`src/rtl/bayer_pattern_gen.sv`:
```
// Purpose : raster test-pattern source (flat / ramp / Bayer CFA / diagonal), optional defect injection.
// Latency : all outputs registered; href_o, pixel_o and defect_flag_o move together, one clock after state change.
// Backpres: none -- free-running timing once enabled; enable_i only gates the start of the next frame.
//
// Ports:
//   clk, rst           - rising-edge clock, synchronous active-high reset
//   enable_i           - start/continue frame generation (sampled at frame boundaries)
//   pattern_sel_i      - 0 flat, 1 column ramp, 2 Bayer channel code, 3 x+y+frame
//   flat_i             - value for the flat pattern
//   defect_period_i    - inject a saturated pixel every N active pixels (0 = off)
//   href_o, vsync_o    - active-pixel qualifier, frame-start pulse
//   pixel_o            - pixel data, 0 outside active video
//   defect_flag_o      - marks cycles carrying an injected defect
//   frame_done_o       - one-cycle pulse after the final blanking of a frame
// Optional feature: define DPC_DEFECT_INJECT_EN to enable defect injection.
module bayer_pattern_gen #(
  parameter int         bits        = 8,
  parameter int         width       = 2048,
  parameter int         height      = 2048,
  parameter int         hBlank      = 16,
  parameter int         vBlank      = 4,
  parameter int         vsyncLen    = 2,
  parameter logic [1:0] bayerFormat = 2'd0
) (
  input  logic            clk,
  input  logic            rst,
  input  logic            enable_i,
  input  logic [1:0]      pattern_sel_i,
  input  logic [bits-1:0] flat_i,
  input  logic [15:0]     defect_period_i,
  output logic            href_o,
  output logic            vsync_o,
  output logic [bits-1:0] pixel_o,
  output logic            defect_flag_o,
  output logic            frame_done_o
);

  localparam int XW = (width  > 1) ? $clog2(width)  : 1;
  localparam int YW = (height > 1) ? $clog2(height) : 1;
  localparam logic [XW-1:0] X_LAST = XW'(width - 1);
  localparam logic [YW-1:0] Y_LAST = YW'(height - 1);

  typedef enum logic [2:0] {IDLE, VSYNC, VBP, ACTIVE, HBLANK} state_t;

  state_t          r_state;
  state_t          w_next_state;
  logic [15:0]     r_cnt;
  logic [XW-1:0]   r_x;        // column currently on pixel_o
  logic [YW-1:0]   r_y;        // line currently (or last) on pixel_o
  logic [7:0]      r_f;
  logic [1:0]      r_sel;
  logic [bits-1:0] r_flat;

  logic            w_emit;
  logic            w_enter_vsync;
  logic            w_frame_end;
  logic [XW-1:0]   w_nx;
  logic [YW-1:0]   w_ny;
  logic [1:0]      w_ch;
  logic [bits-1:0] w_pat;
  logic            w_defect;

  always_comb begin
    w_next_state = r_state;
    w_frame_end  = 1'b0;
    case (r_state)
      IDLE:   if (enable_i) w_next_state = VSYNC;
      VSYNC:  if (r_cnt == 16'(vsyncLen - 1)) w_next_state = VBP;
      VBP:    if (r_cnt == 16'(vBlank - 1)) w_next_state = ACTIVE;
      ACTIVE: if (r_x == X_LAST) w_next_state = HBLANK;
      HBLANK: begin
        if (r_cnt == 16'(hBlank - 1)) begin
          if (r_y == Y_LAST) begin
            w_frame_end  = 1'b1;
            w_next_state = enable_i ? VSYNC : IDLE;
          end else begin
            w_next_state = ACTIVE;
          end
        end
      end
      default: w_next_state = IDLE;
    endcase
  end

  assign w_emit        = (w_next_state == ACTIVE);
  assign w_enter_vsync = (w_next_state == VSYNC) && (r_state != VSYNC);

  // Coordinates of the pixel being launched this edge: a fresh line starts at
  // column 0, and leaving HBLANK moves to the following line.
  assign w_nx = (r_state == ACTIVE) ? r_x + XW'(1) : '0;
  assign w_ny = (r_state == HBLANK) ? r_y + YW'(1) : r_y;
  assign w_ch = bayerFormat ^ {w_ny[0], w_nx[0]};

  always_comb begin
    w_pat = '0;
    case (r_sel)
      2'd0:    w_pat = r_flat;
      2'd1:    w_pat = bits'(w_nx);
      2'd2:    w_pat = bits'((32'(w_ch) + 32'd1) << (bits - 3));
      default: w_pat = bits'(32'(w_nx) + 32'(w_ny) + 32'(r_f));
    endcase
  end

`ifdef DPC_DEFECT_INJECT_EN
  logic [15:0] r_period;
  logic [15:0] r_dcnt;
  logic        r_defect_flag;

  assign w_defect = (r_period != 16'd0) && (r_dcnt == r_period - 16'd1);

  // Active-pixel counter spans the whole frame, not each line.
  always_ff @(posedge clk) begin
    if (rst) begin
      r_period      <= '0;
      r_dcnt        <= '0;
      r_defect_flag <= 1'b0;
    end else begin
      r_defect_flag <= w_emit && w_defect;
      if (w_enter_vsync) begin
        r_period <= defect_period_i;
        r_dcnt   <= '0;
      end else if (w_emit) begin
        r_dcnt <= w_defect ? 16'd0 : r_dcnt + 16'd1;
      end
    end
  end

  assign defect_flag_o = r_defect_flag;
`else
  logic w_unused_defect;
  assign w_unused_defect = ^defect_period_i;
  assign w_defect        = 1'b0;
  assign defect_flag_o   = 1'b0;
`endif

  always_ff @(posedge clk) begin
    if (rst) begin
      r_state      <= IDLE;
      r_cnt        <= '0;
      r_x          <= '0;
      r_y          <= '0;
      r_f          <= '0;
      r_sel        <= '0;
      r_flat       <= '0;
      href_o       <= 1'b0;
      vsync_o      <= 1'b0;
      pixel_o      <= '0;
      frame_done_o <= 1'b0;
    end else begin
      r_state      <= w_next_state;
      r_cnt        <= (w_next_state != r_state) ? 16'd0 : r_cnt + 16'd1;
      href_o       <= w_emit;
      vsync_o      <= (w_next_state == VSYNC);
      pixel_o      <= w_emit ? (w_defect ? '1 : w_pat) : '0;
      frame_done_o <= w_frame_end;
      if (w_frame_end) r_f <= r_f + 8'd1;
      if (w_enter_vsync) begin
        r_sel  <= pattern_sel_i;
        r_flat <= flat_i;
        r_x    <= '0;
        r_y    <= '0;
      end else if (w_emit) begin
        r_x <= w_nx;
        r_y <= w_ny;
      end
    end
  end

endmodule

```
`config.mk`:
```
export PLATFORM = sky130hd
export DESIGN_NAME = bayer_pattern_gen
export DESIGN_NICKNAME = d
export VERILOG_FILES = /design/src/rtl/bayer_pattern_gen.sv
export SDC_FILE = /design/constraint.sdc
export NUM_CORES = 1
export LEC_CHECK = 0
export CAP_MARGIN = 20
export CORE_UTILIZATION = 34
export DETAILED_ROUTE_END_ITERATION = 8
export SKIP_LAST_GASP = 1
export SLEW_MARGIN = 30
export SYNTH_ARGS = -nofsm -noshare
export SYNTH_HDL_FRONTEND = slang
export SYNTH_SLANG_ARGS = --single-unit
export TNS_END_PERCENT = 1
```
`constraint.sdc`:
```
create_clock -name clk -period 7.44 [get_ports clk]
set_input_delay 1.488 -clock clk [delete_from_list [all_inputs] [get_ports clk]]
set_output_delay 1.488 -clock clk [all_outputs]
set_load 0.1 [all_outputs]
```
== Yosys cells after proc, flatten, opt, wreduce, memory -nomap -nowiden ==
Index checks and enable logic that the tools add are counted.

* Word-level logic and storage cells: 54
* Output and inout bits: 12
* Bits of input ports: 29
* Bits in registers: 70

* Bitwise logic cells: 1
* Equality and inequality tests: 15
* Add/sub/neg operators: 7
* Multiplexer cells: 14
* Reduce and logical (&&, ||, !) cells: 6

{| class="wikitable"
|+ Operators with widths
! operator !! number
|-
| 8-bit case mux with 3 select lines || 1
|-
| 11-bit by 1-bit adder with 11-bit output (second input constant) || 2
|-
| 11-bit equality test (second input constant) || 2
|-
| 11-bit 2-to-1 mux || 2
|-
| 16-bit by 1-bit adder with 16-bit output (second input constant) || 1
|-
| 8-bit adder || 2
|-
| 16-bit by 1-bit equality test with 1-bit output (second input constant) || 1
|-
| 16-bit by 2-bit equality test with 1-bit output (second input constant) || 1
|-
| 16-bit by 4-bit equality test with 1-bit output (second input constant) || 1
|-
| 3-bit 2-to-1 mux || 5
|-
| 3-bit case mux with 5 select lines || 1
|-
| 3-bit by 2-bit equality test with 1-bit output (second input constant) || 3
|-
| 8-bit by 1-bit adder with 8-bit output (second input constant) || 1
|-
| 3-bit by 1-bit equality test with 1-bit output (second input constant) || 2
|-
| 2-bit OR reduction || 3
|-
| 1-bit 2-to-1 mux || 4
|-
| 2-bit by 1-bit adder with 3-bit output (second input constant) || 1
|-
| 3-bit equality test (second input constant) || 1
|-
| 3-bit zero test || 1
|-
| 3-bit by 1-bit inequality test with 1-bit output (second input constant) || 1
|-
| 3-bit inequality test || 1
|-
| 2-bit by 1-bit equality test with 1-bit output (second input constant) || 1
|-
| 2-bit equality test (second input constant) || 1
|-
| 2-bit zero test || 1
|-
| 3 further kinds || 3
|}

== Depth between registers and ports, before layout ==
* Depth after elaboration: 7
* Gate-level depth with buffers: 15

== Worst setup path after synthesis ==
Ideal clock, no wire load.

* Path type: register to register
* Start: reg r_state[0]
* End: reg pixel_o[5]
* Setup slack: 3.943 ns
* Cell stages (with the launch flop): 14
* Data required time: 7.325 ns
* Setup time: 0.115 ns
* Arrival: 3.382 ns
* Clock period less this slack: 3.497 ns
* Path through: dfxtp_1 -> clkbuf_1 -> nor3b_1 -> nand2_1 -> xnor2_1 -> fa_1 -> inv_1 -> fa_1 -> nor2b_1 -> o21ai_0 -> a21boi_0 -> nor2_1 -> mux4_2 -> and2_1

* Longest elaborated chain between the ends: 5

{| class="wikitable"
|+ RTL lines
! element !! RTL line !! text
|-
| start, declared || 45 || <nowiki>state_t r_state;</nowiki>
|-
| start signal, assigned || 150 || <nowiki>r_state <= w_next_state;</nowiki>
|-
| 3-bit equality test || 91 || <nowiki>assign w_ny = (r_state == HBLANK) ? r_y + YW'(1) : r_y;</nowiki>
|-
| 11-bit 2-to-1 mux || 91 ||
|-
| net w_ny[2] || 58 || <nowiki>logic [YW-1:0] w_ny;</nowiki>
|-
| 8-bit adder (2 in series) || 100 || <nowiki>default: w_pat = bits'(32'(w_nx) + 32'(w_ny) + 32'(r_f));</nowiki>
|-
| 8-bit case mux with 3 select lines || 96 || <nowiki>case (r_sel)</nowiki>
|-
| end signal, assigned || 154 || <nowiki>pixel_o <= w_emit ? (w_defect ? '1 : w_pat) : '0;</nowiki>
|-
| end, declared || 33 || <nowiki>output logic [bits-1:0] pixel_o,</nowiki>
|}

The timed path passes the listed nets, and every way through them passes these cells.
A chain may end at the register's enable or synchronous reset.

== Worst setup path in the final report ==
* Start: reg r_state[2]
* End: reg pixel_o[5]

Same word-level chain as after synthesis.

==> flow_metrics.tcl <==
set metrics [dict create \
    status "complete, no violations" \
    slew_headroom_pct 34.88 \
    avgRoutedWirePerCell_um 14.24 \
    path_max_fanout 8 \
    grt_usage_pct 15.83 \
    cap_violations 0 \
    htreeDepth 3 \
    p_total_uw 1016 \
    synth-seq-cells 70 \
    viasPerCell 5.241 \
    synth.distinct_cells 65 \
    grt_pass1_vias 3056 \
    cp-end-kind "register" \
    core_area_sq_um 11030 \
    place_congestion 0.8476 \
    arrival_ps 4270 \
    drv_slew 0 \
    yosys_warnings 0 \
    wl_mm 8.672 \
    start_kind "register" \
    rr_startpoint "r_state[2]" \
    die_h_um 109.2 \
    setup_viol 0 \
    reg2reg_depth 12 \
    reg2reg_slack_ps 3400 \
    cts_tree "yes" \
    vias 3192 \
    clock_skew_ps 9.651 \
    synth_edf_count 0 \
    drc 0 \
    syn_area_sq_um 3907 \
    setup-tns-final_ps 0 \
    rsz0062_at_grt "false" \
    die_w_um 109.2 \
    syn-num-nets 492 \
    ctsResizeCount 0 \
    nets 513 \
    initial_utilization_pct 35.42 \
    grt_pass1_wl_mm 14.35 \
    hold_violations 0 \
    io_pins 41 \
    cts_buffers 9 \
    ys_seq_area_share_pct 35.86 \
    grt_antenna_before_repair 0 \
    synth_ff_type "dfxtp_1" \
    layout_min_cycle_time_ps 4044 \
    reg2reg_to "pixel_o[5]" \
    holdPathEnd "r_y[10]" \
    dr.pass1.iters 4 \
    antenna_cells 0 \
    worst-slew-pin-transition_ps 973.7 \
    hold_buffers 0 \
    place_hpwl_mm 6.470 \
    std_cell_rows 38 \
    worstSetupPathType "register to register" \
    worst_ir_drop_vdd_mv 0.1054 \
    fin_crit_sh_pct 54.35 \
    cts.clk_slew.worst_paths_ps 70 \
    drive_gt1_share_pct 8.529 \
    postSynthAreaPerCell_sq_um 8.821 \
    die_area_sq_um 11930 \
    hold_path.startpoint "r_y[10]" \
    whs_path_depth 2 \
    grt_max_degree 26 \
    clk-insertion-delay-late_ps 340 \
    clock_path_buffers 2 \
    grt_overflow 0 \
    clock-sinks 70 \
    root_buffer "clkbuf_16" \
    required_ps 7660 \
    ys_async_sr_fraction_pct 0 \
    io_buffer_count 23 \
    postCtsSetupRepairBufs 0 \
    fmax_ghz 0.2473 \
    min_path_type "register to register" \
    p_per_area_nw_per_um2 220.4 \
    detail-route-antenna-nets 0 \
    critPathLaunch "r_state[2]" \
    drtIter0Drc 153 \
    power.leakage_uw 0.001664 \
    syn_inst 443 \
    area_delta_synth_final_pct 17.96 \
]
## power by group
part	internal, uW	switching, uW	total, uW
clock	333	179	512
sequential	386	12.5	398
combinational	37.7	67.9	106
## synth_stat cells, types with 3 or more instances
library cell | number | area (sq um)
a21oi_1 | 30 | 150.1
or3_1 | 8 | 50.05
o22ai_1 | 4 | 25.02
o21ai_0 | 25 | 125.1
nor2b_1 | 4 | 25.02
xor2_1 | 14 | 122.6
dfxtp_1 | 70 | 1401
nand3_1 | 25 | 125.1
ha_1 | 12 | 150.1
nor3_2 | 4 | 40.04
clkbuf_1 | 7 | 26.28
xnor2_1 | 25 | 219.0
nor4_1 | 3 | 18.77
nand4_1 | 10 | 62.56
inv_1 | 16 | 60.06
nor3_1 | 7 | 35.03
nand2_1 | 18 | 67.56
buf_2 | 7 | 35.03
nor2_1 | 56 | 210.2
fa_1 | 8 | 160.2
mux2i_1 | 9 | 90.09
and3_1 | 13 | 81.33
nor4_4 | 4 | 85.08
nor3b_1 | 6 | 45.04
and2_1 | 7 | 43.79
## through the flow
step                hold slack, ps  instances  setup slack, ps  util, %  area [sq um]
floorplan                    425.8        443             3943        -          3908
global placement             439.1        591             3187    38.48          4244
detailed placement           452.9        593             3185    38.59          4257
CTS                          461.4        609             3371    41.79          4609
global route                 503.0        609             2969    41.79          4609
finish                       458.7        609             3396    41.79          4609
## worst max path at each step
stage / endpoint / slack, ps / cells after the start
after detailed placement: r_y[7] / 3190 / 7
after global routing: pixel_o[5] / 2970 / 12
after floorplan: pixel_o[5] / 3940 / 13
final: pixel_o[5] / 3400 / 12
after CTS: pixel_o[5] / 3370 / 12
after global placement: r_y[8] / 3190 / 7
## sequential cells by signal, summed over array words and instances, names as in the netlist, 2 cells and up
register and cells:
pixel_o 8, r_cnt 16, r_f 8, r_flat 8
r_sel 2, r_state 3, r_x 11, r_y 11
## placed cells by master (no fill, tap or decap), types with 4 or more instances in the layout
master,count
mux2i_1,9
dfxtp_1,70
or3_1,8
o22ai_1,4
nor4_4,4
nor3_2,4
and3_1,13
nor3b_1,6
nor2b_1,4
clkdlybuf4s50_1,23
ha_1,12
and2_1,7
a21oi_1,30
nand2_1,18
nor2_1,56
nor3_1,7
nand3_1,25
o21ai_0,25
inv_1,16
fa_1,8
nand4_1,10
buf_4,4
xor2_1,14
clkbuf_16,9
xnor2_1,25
## critical path, stage by stage (launching register included)
cell and delay, ps:
dfxtp_1 440, nor3b_1 700, nand2_1 260, xnor2_1 220, fa_1 520, inv_1 70, fa_1 430, nor2b_1 190
o21ai_0 130, a21boi_0 250, nor2_1 90, mux4_2 450, and2_1 180
## metal layers
metal  share of wire, %  wire (um)  GRT usage, %  vias up
li1                   -          -             -     1610
met1                 48       4197         20.75     1522
met2                 46       3968         24.62       44
met3                3.3        290         2.989       16
met4                2.5        216         8.286        0
met5                  0          0             0        -
## area by class of cell
type	count	area, sq um
Clock buffer	9	225.2
Clock inverter	7	127.6
Fill cell	1078	6421
Inverter	16	60.06
Multi-Input combinational cell	339	2355
Sequential cell	70	1401
Tap cell	140	175.2
Timing Repair Buffer	28	265.3
## logic make-up after synthesis
group                    count (synthesis)  synth area share, %
AO/OA/AOI/OAI                           82                12.87
other                                    1              0.09597
buffers and inverters                   34                3.874
AND/OR/NAND/NOR                        187                27.73
XOR/XNOR                                39                8.742
adder cells (fa/ha/maj)                 20                7.941
flip-flops                              70                35.86
multiplexers                            10                2.882
No activity file was read; power rests on OpenSTA's default activity.
